## src/rtl/z80_bus_cycle_fsm.sv

```systemverilog
// Z80 machine-cycle sequencer: OCF/MR/MW/PR/PW bus cycles with forced and
// external waits, refresh addressing. Ports: request (cyc_*), bus pins, strobes.
module z80_bus_cycle_fsm #(
  parameter int ADDR_W   = 16,
  parameter int RFSH_W   = 7,
  parameter int OCF_WAIT = 0,
  parameter int MEM_WAIT = 0,
  parameter int IO_WAIT  = 1
) (
  input  logic              clk,
  input  logic              rst_L,
  input  logic              cyc_start,
  input  logic [2:0]        cyc_type,
  input  logic [ADDR_W-1:0] cyc_addr,
  input  logic [7:0]        cyc_wdata,
  output logic              cyc_done,
  output logic [7:0]        cyc_rdata,
  output logic              busy,
  input  logic [7:0]        data_in,
  output logic [7:0]        data_out,
  output logic              data_oe,
  output logic [ADDR_W-1:0] addr_out,
  input  logic              WAIT_L,
  output logic              M1_L,
  output logic              MREQ_L,
  output logic              IORQ_L,
  output logic              RD_L,
  output logic              WR_L,
  output logic              RFSH_L
);

  typedef enum logic [2:0] {
    S_IDLE,
    S_T1,
    S_T2,
    S_TW,
    S_T3,
    S_T4
  } state_t;

  typedef enum logic [2:0] {
    C_OCF = 3'd0,
    C_MR  = 3'd1,
    C_MW  = 3'd2,
    C_PR  = 3'd3,
    C_PW  = 3'd4
  } cyc_t;

  state_t            state_q;
  state_t            state_d;
  cyc_t              typ_q;
  logic [2:0]        wcnt_q;
  logic [2:0]        wcnt_d;
  logic [RFSH_W-1:0] rfsh_q;
  logic [ADDR_W-1:0] addr_q;
  logic [7:0]        wdata_q;
  logic [7:0]        rdata_q;

  logic is_ocf;
  logic is_io;
  logic is_rd;
  logic is_wr;
  logic type_ok;
  logic done_cyc;
  logic accept;
  logic enter_t3;
  logic [2:0] load_wait;

  // phase flags
  logic ph_t1;
  logic ph_t2w;
  logic ph_t3;
  logic ph_t4;

  always_comb begin
    is_ocf = 1'b0;
    is_io  = 1'b0;
    is_rd  = 1'b0;
    is_wr  = 1'b0;
    unique case (1'b1)
      (typ_q == C_OCF): begin
        is_ocf = 1'b1;
        is_rd  = 1'b1;
      end
      (typ_q == C_MR): is_rd = 1'b1;
      (typ_q == C_MW): is_wr = 1'b1;
      (typ_q == C_PR): begin
        is_io = 1'b1;
        is_rd = 1'b1;
      end
      (typ_q == C_PW): begin
        is_io = 1'b1;
        is_wr = 1'b1;
      end
      default: ;
    endcase
  end

  always_comb begin
    ph_t1  = 1'b0;
    ph_t2w = 1'b0;
    ph_t3  = 1'b0;
    ph_t4  = 1'b0;
    unique case (state_q)
      S_T1:       ph_t1  = 1'b1;
      S_T2, S_TW: ph_t2w = 1'b1;
      S_T3:       ph_t3  = 1'b1;
      S_T4:       ph_t4  = 1'b1;
      default: ;
    endcase
  end

  always_comb begin
    load_wait = 3'd0;
    unique case (1'b1)
      (cyc_type == 3'd0):
        load_wait = 3'(OCF_WAIT);
      (cyc_type == 3'd1),
      (cyc_type == 3'd2):
        load_wait = 3'(MEM_WAIT);
      (cyc_type == 3'd3),
      (cyc_type == 3'd4):
        load_wait = 3'(IO_WAIT);
      default: ;
    endcase
  end

  // OCF finishes in T4, every other cycle in T3
  assign done_cyc = ph_t4 | (ph_t3 & ~is_ocf);
  assign type_ok  = (cyc_type <= 3'd4);
  assign accept   = cyc_start & type_ok &
                    ((state_q == S_IDLE) | done_cyc);

  always_comb begin
    state_d = state_q;
    wcnt_d  = wcnt_q;
    unique case (state_q)
      S_IDLE: begin
        if (accept) state_d = S_T1;
      end
      S_T1: state_d = S_T2;
      S_T2, S_TW: begin
        if (wcnt_q != 3'd0) begin
          state_d = S_TW;
          wcnt_d  = wcnt_q - 3'd1;
        end else if (!WAIT_L) begin
          state_d = S_TW;
        end else begin
          state_d = S_T3;
        end
      end
      S_T3: begin
        if (is_ocf)      state_d = S_T4;
        else if (accept) state_d = S_T1;
        else             state_d = S_IDLE;
      end
      S_T4: begin
        if (accept) state_d = S_T1;
        else        state_d = S_IDLE;
      end
      default: state_d = S_IDLE;
    endcase
    if (accept) wcnt_d = load_wait;
  end

  assign enter_t3 = ph_t2w & (state_d == S_T3);

  always_ff @(posedge clk or negedge rst_L) begin
    if (!rst_L) begin
      state_q <= S_IDLE;
      typ_q   <= C_OCF;
      wcnt_q  <= 3'd0;
      rfsh_q  <= '0;
      addr_q  <= '0;
      wdata_q <= 8'h00;
      rdata_q <= 8'h00;
    end else begin
      state_q <= state_d;
      wcnt_q  <= wcnt_d;
      if (accept) begin
        typ_q   <= cyc_t'(cyc_type);
        addr_q  <= cyc_addr;
        wdata_q <= cyc_wdata;
      end
      if (enter_t3 && is_rd)
        rdata_q <= data_in;
      // refresh address replaces the fetch address for T3/T4
      if (enter_t3 && is_ocf)
        addr_q <= ADDR_W'(rfsh_q);
      if (ph_t4)
        rfsh_q <= rfsh_q + 1'b1;
    end
  end

  assign addr_out  = addr_q;
  assign data_out  = wdata_q;
  assign cyc_rdata = rdata_q;
  assign cyc_done  = done_cyc;
  assign busy      = (state_q != S_IDLE);

  always_comb begin
    M1_L    = ~(is_ocf & (ph_t1 | ph_t2w));
    RFSH_L  = ~(is_ocf & (ph_t3 | ph_t4));
    MREQ_L  = ~(~is_io & (ph_t1 | ph_t2w | ph_t3));
    IORQ_L  = ~(is_io & (ph_t2w | ph_t3));
    RD_L    = ~(is_rd & (ph_t1 | ph_t2w |
                         (ph_t3 & ~is_ocf)));
    WR_L    = ~(is_wr & (ph_t2w | ph_t3));
    data_oe = is_wr & (ph_t1 | ph_t2w | ph_t3);
  end

endmodule

```

## config.mk

```make
export PLATFORM = sky130hd
export DESIGN_NAME = z80_bus_cycle_fsm
export DESIGN_NICKNAME = d
export VERILOG_FILES = /design/src/rtl/z80_bus_cycle_fsm.sv
export SDC_FILE = /design/constraint.sdc
export NUM_CORES = 1
export LEC_CHECK = 0
export ABC_CLOCK_PERIOD_IN_PS = 4000
export BUFFER_PORTS_ARGS = -buffer_cell sky130_fd_sc_hd__buf_4
export CORE_MARGIN = 3
export CORE_UTILIZATION = 25
export DETAILED_ROUTE_END_ITERATION = 7
export PLACE_DENSITY = 0.5
export REMOVE_ABC_BUFFERS = 1
export SYNTH_ARGS = -nofsm -noshare
export SYNTH_HDL_FRONTEND = slang
export SYNTH_SLANG_ARGS = --single-unit
```

## constraint.sdc

```tcl
create_clock -name clk -period 4 [get_ports clk]
set_input_delay 0.4 -clock clk [delete_from_list [all_inputs] [get_ports clk]]
set_output_delay 0.4 -clock clk [all_outputs]
set_load 0.01 [all_outputs]
```

; ---- Word-level counts from Yosys, hierarchy flattened
; Cells that the tools add are included.
[totals]
inputBits = 39
ff_bits = 48
word_cells = 83
output_inout_bits = 41
[op_classes]
mux = 20
magnitude_cmp = 1
eq_ne = 12
n_bitwise = 26
n_addsub = 2
n_reduce_logical = 15
[ops]
columns = operator, n
row1 = 2-to-1 mux 16 bit, 2
row2 = 2-to-1 mux 3 bit, 7
row3 = equality test 3 x 2 -> 1 bit (second input constant), 5
row4 = equality test 3 bit (second input constant), 5
row5 = case mux 3 bit (5 select lines), 1
row6 = bitwise AND 1 bit, 11
row7 = 2-to-1 mux 1 bit, 10
row8 = inverter 1 bit, 8
row9 = OR reduction 2 bit, 4
row10 = adder 7 x 1 -> 7 bit (second input constant), 1
row11 = bitwise OR 1 bit, 7
row12 = equality test 3 x 1 -> 1 bit (second input constant), 2
row13 = zero test 3 bit, 2
row14 = nonzero test 2 bit, 3
row15 = nonzero test 3 bit, 2
row16 = less-or-equal comparator 3 bit (second input constant), 1
row17 = OR reduction 3 bit, 1
row18 = subtractor 3 x 1 -> 3 bit (second input constant), 1
row19 = logical AND 1 bit, 2
row20 = AND reduction 2 bit, 1

; ---- Logic depth before layout (Yosys ltp)
[logic_depth]
depth_word = 14
depth_mapped = 9
depth_no_buf = 7

; ---- Worst setup path after synthesis
; Ideal clock, no wire load.
[synth_path]
kind = register to register
startpoint = register wcnt_q[0]
endpoint = register addr_q[4] (netlist: addr_out[4])
setup_slack_ns = 2.081
arrival_ns = 1.778
path_buffers = 2
period_less_slack_ns = 1.919
path_stages_with_launch = 10
required_time_ns = 3.859
setup_time_ns = 0.141
cell_sequence = dfrtp_1 inv_1 ha_1 ha_1 nand4b_1 or4_1 clkbuf_1 clkbuf_1 nor2_1 a31oi_1
[synth_via]
elab_chain_cells = 7
word_cells_on_any_way = 8
classes_between = eq/ne (1) / mux (3) / bitwise (1) / reduce/logical (3)
[synth_lines]
columns = element, line
row1 = "start, declared", 52  ; logic [2:0] wcnt_q;
row2 = "start signal, assigned", 179  ; wcnt_q <= wcnt_d;
row3 = nonzero test 3 bit *, 143  ; if (wcnt_q != 3'd0) begin
row4 = 2-to-1 mux 3 bit *, 143
row5 = case mux 3 bit (5 select lines) *, 137  ; unique case (state_q)
row6 = equality test 3 bit *, 166  ; assign enter_t3 = ph_t2w & (state_d == S_T3);
row7 = bitwise AND 1 bit *, 166
row8 = logical AND 1 bit *, 188  ; if (enter_t3 && is_ocf)
row9 = 2-to-1 mux 16 bit or nonzero test 2 bit (tied branches), n/a
row10 = "end signal, assigned", 182  ; addr_q <= cyc_addr;
row11 = "end signal, assigned", 189  ; addr_q <= ADDR_W'(rfsh_q);
row12 = "end, declared", 55  ; logic [ADDR_W-1:0] addr_q;
; Every way passes the cells marked *; elsewhere a longest branch is shown, timed or not.
; A chain may end at the register's enable or synchronous reset.

; ---- Worst setup path after layout
[layout_path]
startpoint = register state_q[0]
endpoint = output RD_L
[layout_via]
elab_chain_cells = 7
word_cells_on_any_way = 13
classes_between = eq/ne (4) / mux (3) / bitwise (5) / reduce/logical (1)
[layout_lines]
columns = element, line
row1 = "start, declared", 49  ; state_t state_q;
row2 = "start signal, assigned", 178  ; state_q <= state_d;
row3 = equality test 3 x 2 -> 1 bit, 104  ; unique case (state_q)
row4 = OR reduction 2 bit, 104
row5 = 2-to-1 mux 1 bit, 104
row6 = bitwise OR 1 bit, 206  ; RD_L = ~(is_rd & (ph_t1 | ph_t2w |
row7 = bitwise OR 1 bit *, 206
row8 = bitwise AND 1 bit *, 206
row9 = inverter 1 bit *, 206
row10 = "end, declared", 27  ; output logic RD_L,
; Marked as above.

==> flow_results.org <==
** Drt
- Once detail routing completed, the nets flagged for antenna violations numbered 0.
- Drt pass-1 iters :: 4
- Post-detailed-route DRC marker count :: 0
- Via count :: 1855
- Number of vias per cell after detailed routing :: 4.76
- Wires add up to 5930 um.
- Initial detailed-routing violation count :: 44
- In the final routed layout, each cell accounts on average for 15.2 um.

** Critical path
- In this run the worst path has a maximum fanout of 9.
- The worst register-to-register path ends at typ_q[0].
- In this run the critical register-to-register path is launched from state_q[2].
- Signal arrival time at the worst endpoint :: 1.79 ns
- Reg2Reg Depth :: 4
- The worst register-to-register path has a setup slack of 1.87 ns.
- Endpoint required time on the critical path :: 3.60 ns
- The critical path in this run is classified as reg -> out.
- Startpoint type of the worst setup path :: flop
- STA classifies the critical path endpoint as a primary output.

** STA
- For this run, the top clock speed supported by timing is 0.457 GHz.
- After layout, the worst path uses 54.7% of the clock period.
- Total setup violations reported at the end of the flow :: 0
- TNS Setup :: 0 ns
- Clock skew :: 0.00965 ns
- At the pin with the least slew margin, the transition time is 0.657 ns.
- The number of hold violations in the final report came to 0.
- Post-layout min period :: 2.19 ns
- Setup repair after global routing left no endpoint under its margin.
- Worst hold slack :: 0.0999 ns
- Number of max-slew violations in the final report :: 0
- Measured against its own limit, the worst slew margin works out to 55.9%.

** Synth
- Number of unique standard cell types used by synthesis :: 43
- Compound-gate portion of the synthesized area :: 11.2%
- Count of flip-flops with a built-in enable after synthesis :: 0
- Post-synthesis share of cell area spent on xor and xnor gates :: 3.40%
- Gate Count Post-Synth :: 210
- Post-synthesis instance area :: 0.00232 sq mm
- After Yosys synthesis, and, or, nand and nor cells account for 15.9% of the synthesized area.
- Register bit total from synthesis :: 48
- In the synthesized netlist the dominant register cell turns out to be sky130_fd_sc_hd__dfrtp_1.
- Portion of netlist area occupied by mux cells :: 11.8%
- The synthesized netlist devotes 1.62% of its cell area to adder and majority cells.
- Largest family of logic cells by synthesized area :: simple AND/OR/NAND/NOR gates
- Share of synthesized registers carrying an async set or reset :: 100%
- The Yosys step of the flow raised 0 warnings.
- Average instance area after synthesis :: 11.0 sq um
- Of the synthesized area, sequential elements account for 51.8%.

** Final layout
- Summing all multi-input logic gate instances after layout gives 0.00102 sq mm.
- Area used by sequential logic in the layout :: 0.00120 sq mm
- At the end of the flow the core is filled with cells to 34.8%.
- In the final design database the tool counted 324 nets.
- In the final layout, the share of cells above drive strength 1 is 40.2%.
- Layout fillers :: 924
- Area growth syn-to-layout :: 32.6%
- In the layout the commonest cells are 80 x sky130_fd_sc_hd__buf_4, 48 x sky130_fd_sc_hd__dfrtp_1, 19 x sky130_fd_sc_hd__nand3_1.
- Leading cell type in the layout, fill and taps excluded :: sky130_fd_sc_hd__buf_4

** Floorplanning
- Measured along the y axis, the die boundary spans 102 um.
- Die X-Extent :: 102 um
- Die Area :: 0.0105 sq mm
- The total area inside the core boundary comes to 0.00885 sq mm.
- For this configuration, the core starts out at a cell density of 26.2%.
- In this run the core area contains 34 standard-cell rows.
- Pin placement for this block handled 80 I/O pins.

** CTS
- After clock tree synthesis, the clock-pin slew on the worst setup and hold paths is 0.09 ns.
- Once the clock tree was built, the setup fixing pass inserted 0 buffers.
- TritonCTS built the clock tree.
- Number of gates resized after cts :: 0
- Maximum root-to-sink buffer count :: 2
- Number of clock buffers inserted by TritonCTS :: 5
- Clock latency on the worst-skew pair, taken at its later pin, is 0.30 ns.
- Post-cts hold buffer count :: 0
- Deepest level of the CTS H-tree :: 2
- Clock tree root driver cell :: sky130_fd_sc_hd__clkbuf_8
- CTS saw 48 sinks.

** GRT
- Total congestion overflow after global routing :: 0
- The first global-routing pass estimated 9430 um of wire.
- Initial antenna violation count :: 1
- Pin count of the biggest net entering global routing :: 49
- Via count of the first global-routing pass :: 1889
- Total Routing Usage GR :: 11.4%

** Pwr
- IR analysis of the VDD net gives a maximum drop of 242 uV.
- Summed over all cells, the static leakage comes to 1.48 nW.
- Pwr Density :: 674 mW/mm^2

** Job
- Number of max-cap violations :: 0

** Worst hold path
- The min-delay analysis places its worst path in the category in -> async.

** Placement
- The HPWL after detailed placement is 4250 um.
- Final Wtd Congestion :: 0.768
- The count of buffers added on input and output ports is 79.

** Run status
- Outcome :: finished clean
-- critical path, stage by stage (launching register included) --
cell and delay (ns):
sky130_fd_sc_hd__dfrtp_1 0.59, sky130_fd_sc_hd__nor2_1 0.19, sky130_fd_sc_hd__nor3_1 0.20, sky130_fd_sc_hd__a31oi_1 0.05, sky130_fd_sc_hd__or2_2 0.30, sky130_fd_sc_hd__buf_4 0.15
-- final cells by class --
cell class	instances	share of cell area [%]
clock buffer	5	2.24
tap	108	4.39
multi-input combinational	142	33.1
clock inverter	1	0.976
sequential	48	39.1
antenna	1	0.0814
timing repair buffer	80	19.5
inverter	5	0.610
-- cells by family after synthesis --
kind of cell,Yosys count
and+or+nand+nor,62
DFF,48
AOI/OAI and AO/OA,46
muxes,22
buffers and inverters,20
xor gates and xnor gates,9
adders and majority gates,3
-- metrics by stage --
| step | worst slack [ns] | total power, mW | cell area, sq um | instances |
|---|---|---|---|---|
| final | 1.81 | 2.07 | 3080 | 390 |
| after global routing | 1.66 | 2.24 | 3080 | 390 |
| after detailed placement | 1.79 | 1.76 | 2970 | 383 |
| after global placement | 1.82 | 1.75 | 2970 | 383 |
| after CTS | 1.77 | 2.11 | 3070 | 389 |
| after floorplan | 2.14 | 1.31 | 2240 | 195 |
-- power by group --
| part | internal, mW | leakage [nW] | switching (mW) |
|---|---|---|---|
| sequential | 0.676 | 0.607 | 0.171 |
| clock | 0.180 | 0.0501 | 0.159 |
| combinational | 0.508 | 0.826 | 0.378 |
| total | 1.36 | 1.48 | 0.708 |
-- sequential cells by signal, summed over array words and instances, names as in the netlist --
| register | flops |
|---|---|
| wcnt_q | 3 |
| state_q | 3 |
| typ_q | 3 |
| cyc_rdata | 8 |
| data_out | 8 |
| addr_out | 16 |
| rfsh_q | 7 |
-- worst max path at each step --
stage,startpoint,to,cells past startpoint
after floorplan,wcnt_q[0],addr_out[10],6
after global placement,cyc_type[0],data_out[0],5
after detailed placement,cyc_type[0],data_out[0],5
after CTS,state_q[0],RD_L,5
after global routing,state_q[0],RD_L,5
final,state_q[0],RD_L,5
-- per-layer routing --
layer / up-vias / wire [um] / GRT usage (%)
met3: 4 / 482 / 3.62
met5: - / 0 / 0
met2: 62 / 2740 / 18.1
met4: 0 / 21 / 4.24
li1: 886 / - / -
met1: 903 / 2690 / 14.7
-- cell usage after synthesis (2+ instances only) --
master	number	area, sq um
sky130_fd_sc_hd__and4_1	2	17.5
sky130_fd_sc_hd__clkbuf_1	7	26.3
sky130_fd_sc_hd__xnor2_1	6	52.6
sky130_fd_sc_hd__ha_1	3	37.5
sky130_fd_sc_hd__buf_6	2	22.5
sky130_fd_sc_hd__nor2b_1	2	12.5
sky130_fd_sc_hd__mux2_4	7	105
sky130_fd_sc_hd__nand3_1	19	95.1
sky130_fd_sc_hd__inv_1	5	18.8
sky130_fd_sc_hd__o21ai_0	18	90.1
sky130_fd_sc_hd__nor3_1	2	10.0
sky130_fd_sc_hd__nand2b_1	2	12.5
sky130_fd_sc_hd__a21o_1	2	15.0
sky130_fd_sc_hd__nor2_1	14	52.6
sky130_fd_sc_hd__nand2_1	8	30.0
sky130_fd_sc_hd__a21oi_1	11	55.1
sky130_fd_sc_hd__a31oi_1	9	56.3
sky130_fd_sc_hd__dfrtp_1	48	1200
sky130_fd_sc_hd__buf_2	4	20.0
sky130_fd_sc_hd__xor2_1	3	26.3
sky130_fd_sc_hd__mux2_2	14	158
Note: power is estimated with default switching activity, not from simulation.
